## config.mk

```make
export PLATFORM = sky130hd
export DESIGN_NAME = l1_biu_ctrl_flat
export DESIGN_NICKNAME = d
export VERILOG_FILES = /design/src/rtl/l1_biu_pkg.sv /design/src/rtl/l1_biu_if.sv /design/src/rtl/biu_watchdog.sv /design/src/rtl/l1_biu_ctrl.sv /design/src/flat_wrapper.sv
export SDC_FILE = /design/constraint.sdc
export NUM_CORES = 1
export LEC_CHECK = 0
export BUFFER_PORTS_ARGS = -buffer_cell sky130_fd_sc_hd__buf_2
export CAP_MARGIN = 20
export CORE_AREA = 5 5 159 161
export CTS_BUF_LIST = sky130_fd_sc_hd__clkbuf_4
export CTS_CLUSTER_SIZE = 25
export DETAILED_ROUTE_END_ITERATION = 16
export DIE_AREA = 0 0 164 166
export PLACE_DENSITY = 0.66
export SLEW_MARGIN = 20
export SYNTH_ARGS = -nofsm -noshare
export SYNTH_HDL_FRONTEND = slang
export SYNTH_SLANG_ARGS = --single-unit
```

## constraint.sdc

```tcl
create_clock -name clk -period 5.7 [get_ports clk]
set_clock_uncertainty 0.05 [all_clocks]
set_input_delay 1.14 -clock clk [delete_from_list [all_inputs] [get_ports clk]]
set_output_delay 1.14 -clock clk [all_outputs]
set_load 0.01 [all_outputs]
```

## src/rtl/l1_biu_pkg.sv

```systemverilog
// l1_biu_pkg: shared types and constants for the L1 bus interface unit.
// States, one-hot access sizes and line/beat geometry helpers.
package l1_biu_pkg;

  typedef enum logic [2:0] {
    ST_IDLE,
    ST_LINE_RD,
    ST_SGL_RD,
    ST_SGL_WR,
    ST_RESP,
    ST_ERR
  } state_t;

  localparam logic [3:0] SZ_1B = 4'b0001;
  localparam logic [3:0] SZ_2B = 4'b0010;
  localparam logic [3:0] SZ_4B = 4'b0100;
  localparam logic [3:0] SZ_8B = 4'b1000;

  localparam int BUS_BEAT_BYTES = 8;
  localparam int DEF_LINE_BYTES = 1024;

  function automatic int beat_cnt(int lb);
    return lb / BUS_BEAT_BYTES;
  endfunction

  function automatic int idx_w(int lb);
    return $clog2(lb / BUS_BEAT_BYTES);
  endfunction

  localparam int BEAT_CNT   = beat_cnt(DEF_LINE_BYTES);
  localparam int BEAT_IDX_W = idx_w(DEF_LINE_BYTES);

endpackage

```

## src/rtl/l1_biu_if.sv

```systemverilog
// l1_biu_if: single-beat system bus between the BIU and a bus slave.
// The BIU drives the request side; the slave answers with ack/err.
interface l1_biu_if;

  logic        bus_req;
  logic        bus_we;
  logic [63:0] bus_addr;
  logic [3:0]  bus_size;
  logic [63:0] bus_wdata;
  logic [63:0] bus_rdata;
  logic        bus_ack;
  logic        bus_err;

  modport master (
    output bus_req, bus_we, bus_addr,
    output bus_size, bus_wdata,
    input  bus_rdata, bus_ack, bus_err
  );

  modport slave (
    input  bus_req, bus_we, bus_addr,
    input  bus_size, bus_wdata,
    output bus_rdata, bus_ack, bus_err
  );

endinterface

```

## src/rtl/biu_watchdog.sv

```systemverilog
// biu_watchdog: counts unanswered bus cycles and flags a hung beat.
// expire is high in the cycle the count reaches TIMEOUT with no answer.
module biu_watchdog #(
  parameter int TIMEOUT = 255
) (
  input  logic clk,
  input  logic rst,
  input  logic en,
  input  logic clr,
  output logic expire
);

  localparam logic [15:0] TMO = 16'(TIMEOUT);

  logic [15:0] cnt;

  always_ff @(posedge clk) begin
    if (rst || clr || !en) begin
      cnt <= '0;
    end else if (cnt != TMO) begin
      cnt <= cnt + 16'd1;
    end
  end

  assign expire = en && !clr && (cnt == TMO);

endmodule

```

## src/rtl/l1_biu_ctrl.sv

```systemverilog
// l1_biu_ctrl: L1 miss / uncached access controller.
// Runs line fills, single reads and write-throughs on the bus.
module l1_biu_ctrl
  import l1_biu_pkg::*;
#(
  parameter int LINE_BYTES = 1024,
  parameter int BEAT_BYTES = 8,
  parameter int TIMEOUT    = 255
) (
  input  logic        clk,
  input  logic        rst,
  input  logic        read_line_req,
  input  logic        read_req,
  input  logic        write_through_req,
  input  logic [3:0]  L1_size,
  input  logic [63:0] pa,
  input  logic [63:0] wt_data,
  output logic [63:0] line_data,
  output logic [10:0] addr_count,
  output logic        line_write,
  output logic        cache_entry_refill,
  output logic        trans_rdy,
  output logic        bus_error,
  l1_biu_if.master    bus
);

  localparam int OFF     = $clog2(LINE_BYTES);
  localparam int BEAT_SH = $clog2(BEAT_BYTES);
  localparam int IDX_W   = idx_w(LINE_BYTES);
  localparam int BCNT    = beat_cnt(LINE_BYTES);
  localparam logic [IDX_W-1:0] LAST = IDX_W'(BCNT - 1);

  state_t           state;
  logic [IDX_W-1:0] beat;
  logic [IDX_W-1:0] beat_nxt;
  logic             wd_expire;
  logic             fail;

  biu_watchdog #(
    .TIMEOUT (TIMEOUT)
  ) u_wd (
    .clk    (clk),
    .rst    (rst),
    .en     (bus.bus_req),
    .clr    (bus.bus_ack | bus.bus_err),
    .expire (wd_expire)
  );

  // Error wins over a same-cycle ack.
  assign fail     = bus.bus_err | wd_expire;
  assign beat_nxt = beat + IDX_W'(1);

  always_ff @(posedge clk) begin
    if (rst) begin
      state              <= ST_IDLE;
      beat               <= '0;
      line_data          <= '0;
      addr_count         <= '0;
      line_write         <= 1'b0;
      cache_entry_refill <= 1'b0;
      trans_rdy          <= 1'b0;
      bus_error          <= 1'b0;
      bus.bus_req        <= 1'b0;
      bus.bus_we         <= 1'b0;
      bus.bus_addr       <= '0;
      bus.bus_size       <= '0;
      bus.bus_wdata      <= '0;
    end else begin
      line_write         <= 1'b0;
      cache_entry_refill <= 1'b0;
      trans_rdy          <= 1'b0;
      bus_error          <= 1'b0;
      unique case (state)
        ST_IDLE: begin
          priority case (1'b1)
            read_line_req: begin
              state        <= ST_LINE_RD;
              beat         <= '0;
              bus.bus_req  <= 1'b1;
              bus.bus_we   <= 1'b0;
              bus.bus_size <= SZ_8B;
              bus.bus_addr <= {pa[63:OFF], {OFF{1'b0}}};
            end
            read_req: begin
              state        <= ST_SGL_RD;
              bus.bus_req  <= 1'b1;
              bus.bus_we   <= 1'b0;
              bus.bus_size <= L1_size;
              bus.bus_addr <= pa;
            end
            write_through_req: begin
              state         <= ST_SGL_WR;
              bus.bus_req   <= 1'b1;
              bus.bus_we    <= 1'b1;
              bus.bus_size  <= L1_size;
              bus.bus_addr  <= pa;
              bus.bus_wdata <= wt_data;
            end
            default: ;
          endcase
        end
        ST_LINE_RD: begin
          if (fail) begin
            state       <= ST_ERR;
            bus.bus_req <= 1'b0;
            bus_error   <= 1'b1;
          end else if (bus.bus_ack) begin
            line_data  <= bus.bus_rdata;
            addr_count <= 11'({beat, {BEAT_SH{1'b0}}});
            line_write <= 1'b1;
            if (beat == LAST) begin
              state              <= ST_RESP;
              bus.bus_req        <= 1'b0;
              trans_rdy          <= 1'b1;
              cache_entry_refill <= 1'b1;
            end else begin
              beat         <= beat_nxt;
              bus.bus_addr <= {bus.bus_addr[63:OFF],
                               beat_nxt,
                               {BEAT_SH{1'b0}}};
            end
          end
        end
        ST_SGL_RD: begin
          if (fail) begin
            state       <= ST_ERR;
            bus.bus_req <= 1'b0;
            bus_error   <= 1'b1;
          end else if (bus.bus_ack) begin
            state       <= ST_RESP;
            bus.bus_req <= 1'b0;
            line_data   <= bus.bus_rdata;
            trans_rdy   <= 1'b1;
          end
        end
        ST_SGL_WR: begin
          if (fail) begin
            state       <= ST_ERR;
            bus.bus_req <= 1'b0;
            bus_error   <= 1'b1;
          end else if (bus.bus_ack) begin
            state       <= ST_RESP;
            bus.bus_req <= 1'b0;
            trans_rdy   <= 1'b1;
          end
        end
        ST_RESP: state <= ST_IDLE;
        ST_ERR:  state <= ST_IDLE;
        default: state <= ST_IDLE;
      endcase
    end
  end

endmodule

```

## src/flat_wrapper.sv

```systemverilog
// flat-port wrapper written by rule: the top's interface ports become plain ports
module l1_biu_ctrl_flat import l1_biu_pkg::*;
#(
  parameter int LINE_BYTES = 1024,
  parameter int BEAT_BYTES = 8,
  parameter int TIMEOUT    = 255
)
  (clk, rst, read_line_req, read_req, write_through_req, L1_size, pa, wt_data, line_data, addr_count, line_write, cache_entry_refill, trans_rdy, bus_error, bus_bus_req, bus_bus_we, bus_bus_addr, bus_bus_size, bus_bus_wdata, bus_bus_rdata, bus_bus_ack, bus_bus_err);
  l1_biu_if bus_i ();
  input  logic clk;
  input  logic rst;
  input  logic read_line_req;
  input  logic read_req;
  input  logic write_through_req;
  input  logic [3:0] L1_size;
  input  logic [63:0] pa;
  input  logic [63:0] wt_data;
  output logic [63:0] line_data;
  output logic [10:0] addr_count;
  output logic line_write;
  output logic cache_entry_refill;
  output logic trans_rdy;
  output logic bus_error;
  output wire logic [$bits(bus_i.bus_req)-1:0] bus_bus_req;
  output wire logic [$bits(bus_i.bus_we)-1:0] bus_bus_we;
  output wire logic [$bits(bus_i.bus_addr)-1:0] bus_bus_addr;
  output wire logic [$bits(bus_i.bus_size)-1:0] bus_bus_size;
  output wire logic [$bits(bus_i.bus_wdata)-1:0] bus_bus_wdata;
  input wire logic [$bits(bus_i.bus_rdata)-1:0] bus_bus_rdata;
  input wire logic [$bits(bus_i.bus_ack)-1:0] bus_bus_ack;
  input wire logic [$bits(bus_i.bus_err)-1:0] bus_bus_err;
  assign bus_bus_req = bus_i.bus_req;
  assign bus_bus_we = bus_i.bus_we;
  assign bus_bus_addr = bus_i.bus_addr;
  assign bus_bus_size = bus_i.bus_size;
  assign bus_bus_wdata = bus_i.bus_wdata;
  assign bus_i.bus_rdata = bus_bus_rdata;
  assign bus_i.bus_ack = bus_bus_ack;
  assign bus_i.bus_err = bus_bus_err;
  l1_biu_ctrl #(.LINE_BYTES(LINE_BYTES), .BEAT_BYTES(BEAT_BYTES), .TIMEOUT(TIMEOUT)) u_core (.clk(clk), .rst(rst), .read_line_req(read_line_req), .read_req(read_req), .write_through_req(write_through_req), .L1_size(L1_size), .pa(pa), .wt_data(wt_data), .line_data(line_data), .addr_count(addr_count), .line_write(line_write), .cache_entry_refill(cache_entry_refill), .trans_rdy(trans_rdy), .bus_error(bus_error), .bus(bus_i));
endmodule
```

# Word level (Yosys, flattened, before mapping)
# Cells that the tools add are included.
dict set report op_classes {
  n_addsub 2
  eq_ne 14
  mux 42
  n_bitwise 7
  n_reduce_logical 24
}
# operator n
set op_table {}
lappend op_table {{$mux 64} 5}
lappend op_table {{$pmux 64 s2} 1}
lappend op_table {{$mux 7} 4}
lappend op_table {{$mux 3} 8}
lappend op_table {{$add 16x1->16 const B} 1}
lappend op_table {{$eq 16x8->1 const B} 1}
lappend op_table {{$mux 1} 16}
lappend op_table {{$ne 16x8->1 const B} 1}
lappend op_table {{$reduce_and 5->1} 3}
lappend op_table {{$pmux 7 s2} 1}
lappend op_table {{$mux 4} 3}
lappend op_table {{$mux 10} 1}
lappend op_table {{$pmux 3 s3} 1}
lappend op_table {{$reduce_and 3->1} 3}
lappend op_table {{$ne 2x2->1 const B} 4}
lappend op_table {{$reduce_and 4->1} 2}
lappend op_table {{$reduce_or 2->1} 4}
lappend op_table {{$add 7x1->7 const B} 1}
lappend op_table {{$eq 7x7->1 const B} 1}
lappend op_table {{$eq 3x2->1 const B} 2}
lappend op_table {{$ne 3x1->1 const B} 2}
lappend op_table {{$reduce_bool 3->1} 2}
lappend op_table {{$not 1->1} 5}
lappend op_table {{$ne 4x4->1 const B} 1}
lappend op_table {{other kinds (12)} 16}
dict set report totals {
  register_bits 235
  in_bits 203
  out_inout_bits 213
  word_cells 104
}

# Longest topological paths before layout
dict set report depth {
  depth_word 7
  ltp_mapped 7
  ltp_nobuf 6
}

# Hierarchy
# A second synthesis with hierarchy kept.
dict set report hier_totals {
  hier_cells 1089
  area_unflattened_um2 8707.1
}
# module instances cells_per_inst area_per_inst_um2 seq_area_each_um2
set by_module_without_submodules {}
lappend by_module_without_submodules {l1_biu_ctrl 1 1000 7922.6 4384.2}
lappend by_module_without_submodules {biu_watchdog 1 89 784.5 320.3}

# Least setup slack after synthesis
# OpenSTA, ideal clock, no wires.
dict set report synth_path {
  path_kind {input port to flip-flop}
  startpoint {input port read_line_req}
  endpoint {register u_core.bus.bus_addr[24]}
  setup_time_ns 0.070
  arrival_time_ns 2.275
  required_time_ns 5.580
  slack_ns 3.305
  path_stages 7
  path_buffers 3
  path_cell_list {clkbuf_1 > nor3_1 > nand2b_1 > buf_2 > buf_2 > nand2_1 > a21oi_1}
}
dict set report synth_between {
  elab_chain_cells 2
  word_cells_on_any_way 4
  classes_between {2 x mux; 2 x reduce/logical}
}
# element line
set synth_lines {}
lappend synth_lines {{start, declared} flat_wrapper.sv:12} ;# input logic read_line_req;
lappend synth_lines {{$mux 64 or $reduce_bool 3->1 (tied branches)} n/a}
lappend synth_lines {{$pmux 64 s2 or $reduce_and 3->1 (tied branches)} n/a}
lappend synth_lines {{end signal, assigned} l1_biu_ctrl.sv:82} ;# bus.bus_addr <= {pa[63:OFF], {OFF{1'b0}}};
lappend synth_lines {{end signal, assigned} l1_biu_ctrl.sv:89} ;# bus.bus_addr <= pa;
lappend synth_lines {{end signal, assigned} l1_biu_ctrl.sv:96} ;# bus.bus_addr <= pa;
lappend synth_lines {{end, declared} l1_biu_if.sv:15} ;# output bus_req, bus_we, bus_addr,
# Several ways; a longest one is shown, not always the timed one.
# A chain may end at the register's enable or synchronous reset.

# Worst setup path after layout
dict set report layout_path {
  startpoint {input port read_line_req}
  endpoint {register u_core.bus.bus_addr[8]}
}
dict set report layout_between {
  elab_chain_cells 2
  word_cells_on_any_way 4
  classes_between {1 x eq/ne; 2 x mux; 1 x reduce/logical}
}
# element
set layout_lines {}
lappend layout_lines {{$ne 4x4->1 (no source line) or $mux 64 (tied branches)}}
lappend layout_lines {{$reduce_and 5->1 (no source line) or $pmux 64 s2 (tied branches)}}
# Several ways; a longest one is shown, not always the timed one.

==> summary.txt <==
status - finished clean
clock sinks - 235
postcts setup bufs - 0
H-tree levels - 2
period utilization - 48.5%
Rel. slew slack - 45.5%
most common cell after layout, fill and taps aside - buf_2
commonest cells after routing, fill and taps aside - 410 x buf_2, 395 x nand2_1, 235 x dfxtp_1
Power per Cell Area - 357 nW/um^2
CTS tree - yes
final hold vios - 0
XOR/XNOR Fraction of Synth Area - 1.42%
Simple-Gate Fraction of Synth Area - 24.4%
routed wire length - 28000 um
Critical Path, Cell by Cell - buf_2 -> nor3_1 -> nand2b_2 -> buf_4 -> o21ai_1 -> nor2_1 -> a211oi_2
# nets final - 1693
CTS root buffer - clkbuf_4
Clock Tree Buf Depth - 3
clk_lat worst skew - 0.66 ns
FP Rows - 57
hold-fix buffers at CTS - 0
Post-DP Area - 10800 um^2
Core Area - 23800 um^2
RSZ-0062 raised after global routing - no
GP Congestion - 0.850
final-report max-slew violation count - 0
Hold Crit Class - reg -> reg
max-capacitance violation count - 0
Die Span X - 164 um
TritonCTS buffer count - 60
layout cells sized above 1 - 34.3%
mux contribution to synthesized area - 0.116%
Synth-to-Final Area Change - 33.7%
Yosys reg bits - 235
Worst path max stage delay - 0.49 ns
critical path depth - 7
initial antenna violation count - 8
endpoint type of the worst setup path - flip-flop
final antenna-violating net count - 0
hold path cells - 2
routed vias - 8750
fin crit period - 2.76 ns
R2R cell count - 5
syn avg cell area - 7.98 um^2
Post-Synthesis Cells - 1081
Synth Area in Adders - 0.290%
Starting Density - 36.2%
Least-Margin Pin Slew - 0.812 ns
largest net degree at the start of global routing - 85
first drt pass iteration count - 5
Max VDD drop - 0.210 mV
Die Height - 166 um
DP HPWL - 20000 um
first-pass GRT wire length - 42400 um
Yosys warnings - 0
Via density - 4.70
worst path bufs/invs - 2
CTS clk-pin slew, worst paths - 0.06 ns
compound-cell area share of the yosys netlist - 14.7%
CP Max Fanout - 58
die area - 27200 um^2
crit path DAT - 3.22 ns
Setup-failing EPs final - 0
CP Class - in -> reg
Critical Path Start Type - primary input
largest family of logic cells by synthesized area - simple AND/OR/NAND/NOR gates
Leakage - 5.19 nW
RR Startpoint - u_core.state[0]
upper clock frequency limit - 362 MHz
CP required - 6.15 ns
Critical Path Source - read_line_req
Iter 0 DRT Violations - 560
cts repair resizes - 0
GRT Residual Overflow - 0
Total GRT Usage - 19.0%
post-synth cell types - 53
Post-route DRC - 0
slowest cell on the critical path - buf_4
CP delay by family, top - simple AND/OR/NAND/NOR gates
Post-Synthesis Cell Area - 8620 um^2
Worst Min Path Start - u_core.bus.bus_wdata[19]
Final Cell Area - 11500 um^2
vias in the first global route - 8210
Setup TNS Final - 0 ns
routed length per placed instance - 15.1 um
sequential fraction of the synthesis area - 54.5%
Port Buffer Count - 411
io pins - 416
per-layer routing:
layer  vias to the layer above  GRT usage, %  share of wire (%)
li1                       4392             -                  -
met1                      3921          21.3                 39
met2                       358          31.9                 47
met3                        75          8.12                 11
met4                         4          7.18                3.1
met5                         -             0               0.11
per-stage QoR:
step	util, %	hold slack, ns	worst slack [ns]	cells	total power [mW]
after global routing	48.4	0.413	2.77	1860	4.38
after floorplan	-	0.408	3.30	1084	2.47
after CTS	48.3	0.401	3.00	1854	4.17
after global placement	45.4	0.388	2.32	1750	2.81
final	48.4	0.399	2.94	1860	4.11
after detailed placement	45.4	0.392	2.27	1750	2.83
synth_stat cells (all sizes together):
cell type | number | area [um^2]
xnor2 | 11 | 96.3
a21oi | 204 | 1020
nor2b | 3 | 18.8
nor3b | 2 | 26.3
clkbuf | 38 | 143
a22o | 3 | 26.3
or4 | 2 | 18.8
nand2 | 395 | 1480
a221oi | 3 | 26.3
buf | 37 | 223
or3 | 5 | 31.3
nor4 | 4 | 31.3
nor3 | 19 | 111
a211oi | 5 | 42.5
dfxtp | 235 | 4700
and4bb | 1 | 12.5
and2 | 2 | 15.0
o31ai | 1 | 7.51
o31a | 1 | 8.76
ha | 2 | 25.0
xor2 | 3 | 26.3
inv | 6 | 22.5
nand3 | 14 | 75.1
a31oi | 4 | 25.0
nand2b | 5 | 31.3
or3b | 1 | 11.3
mux2i | 1 | 10.0
nand3b | 1 | 7.51
and3 | 4 | 25.0
nor4b | 1 | 8.76
conb | 1 | 3.75
nor2 | 46 | 175
a32o | 1 | 10.0
or2 | 1 | 6.26
o22ai | 1 | 6.26
a21boi | 1 | 11.3
a31o | 1 | 8.76
nand4 | 2 | 12.5
o21ai | 13 | 65.1
a21o | 1 | 7.51
flip-flops by register name, summed over array words and instances (netlist names):
register,flops
u_core.bus.bus_we,1
u_core.bus_error,1
u_core.line_data,64
u_core.bus.bus_addr,64
u_core.beat,7
u_core.line_write,1
u_core.cache_entry_refill,1
u_core.state,3
u_core.bus.bus_req,1
u_core.u_wd.cnt,16
u_core.addr_count,7
u_core.bus.bus_wdata,64
u_core.bus.bus_size,4
u_core.trans_rdy,1
cell type report:
| class | instances | area [um^2] |
|---|---|---|
| Multi-Input combinational cell | 768 | 3570 |
| Tap cell | 324 | 405 |
| Timing Repair Buffer | 417 | 2110 |
| Clock inverter | 22 | 88.8 |
| Clock buffer | 82 | 616 |
| Fill cell | 2467 | 12300 |
| Inverter | 6 | 22.5 |
| Sequential cell | 235 | 4700 |
| Antenna cell | 6 | 15.0 |
cells by family (layout without fill, tap and decap cells):
kind of cell    count (synthesis)  in the layout
xor+xnor                       14             14
flops                         235            235
compound gates                239            239
buf+inv                        81            527
other cells                     1             10
simple gates                  508            508
fa+ha+maj                       2              2
mux                             1              1
worst min-delay path: stages, from the launching register on:
cell and delay, ns:
dfxtp_1 0.31, nand2_1 0.05, a21oi_1 0.05
final timing paths:
| check | slack, ns | end |
|---|---|---|
| max reg2reg | 3.05 | u_core.bus.bus_addr[8] |
| min reg2reg | 0.40 | u_core.bus.bus_wdata[19] |
| min | 0.40 | u_core.bus.bus_wdata[19] |
| max | 2.94 | u_core.bus.bus_addr[8] |
power by group:
part	switching, mW	internal (mW)
clock	0.665	0.664
sequential	0.0902	1.81
combinational	0.569	0.319
total	1.32	2.79
Power figures use the tool's default switching activity.
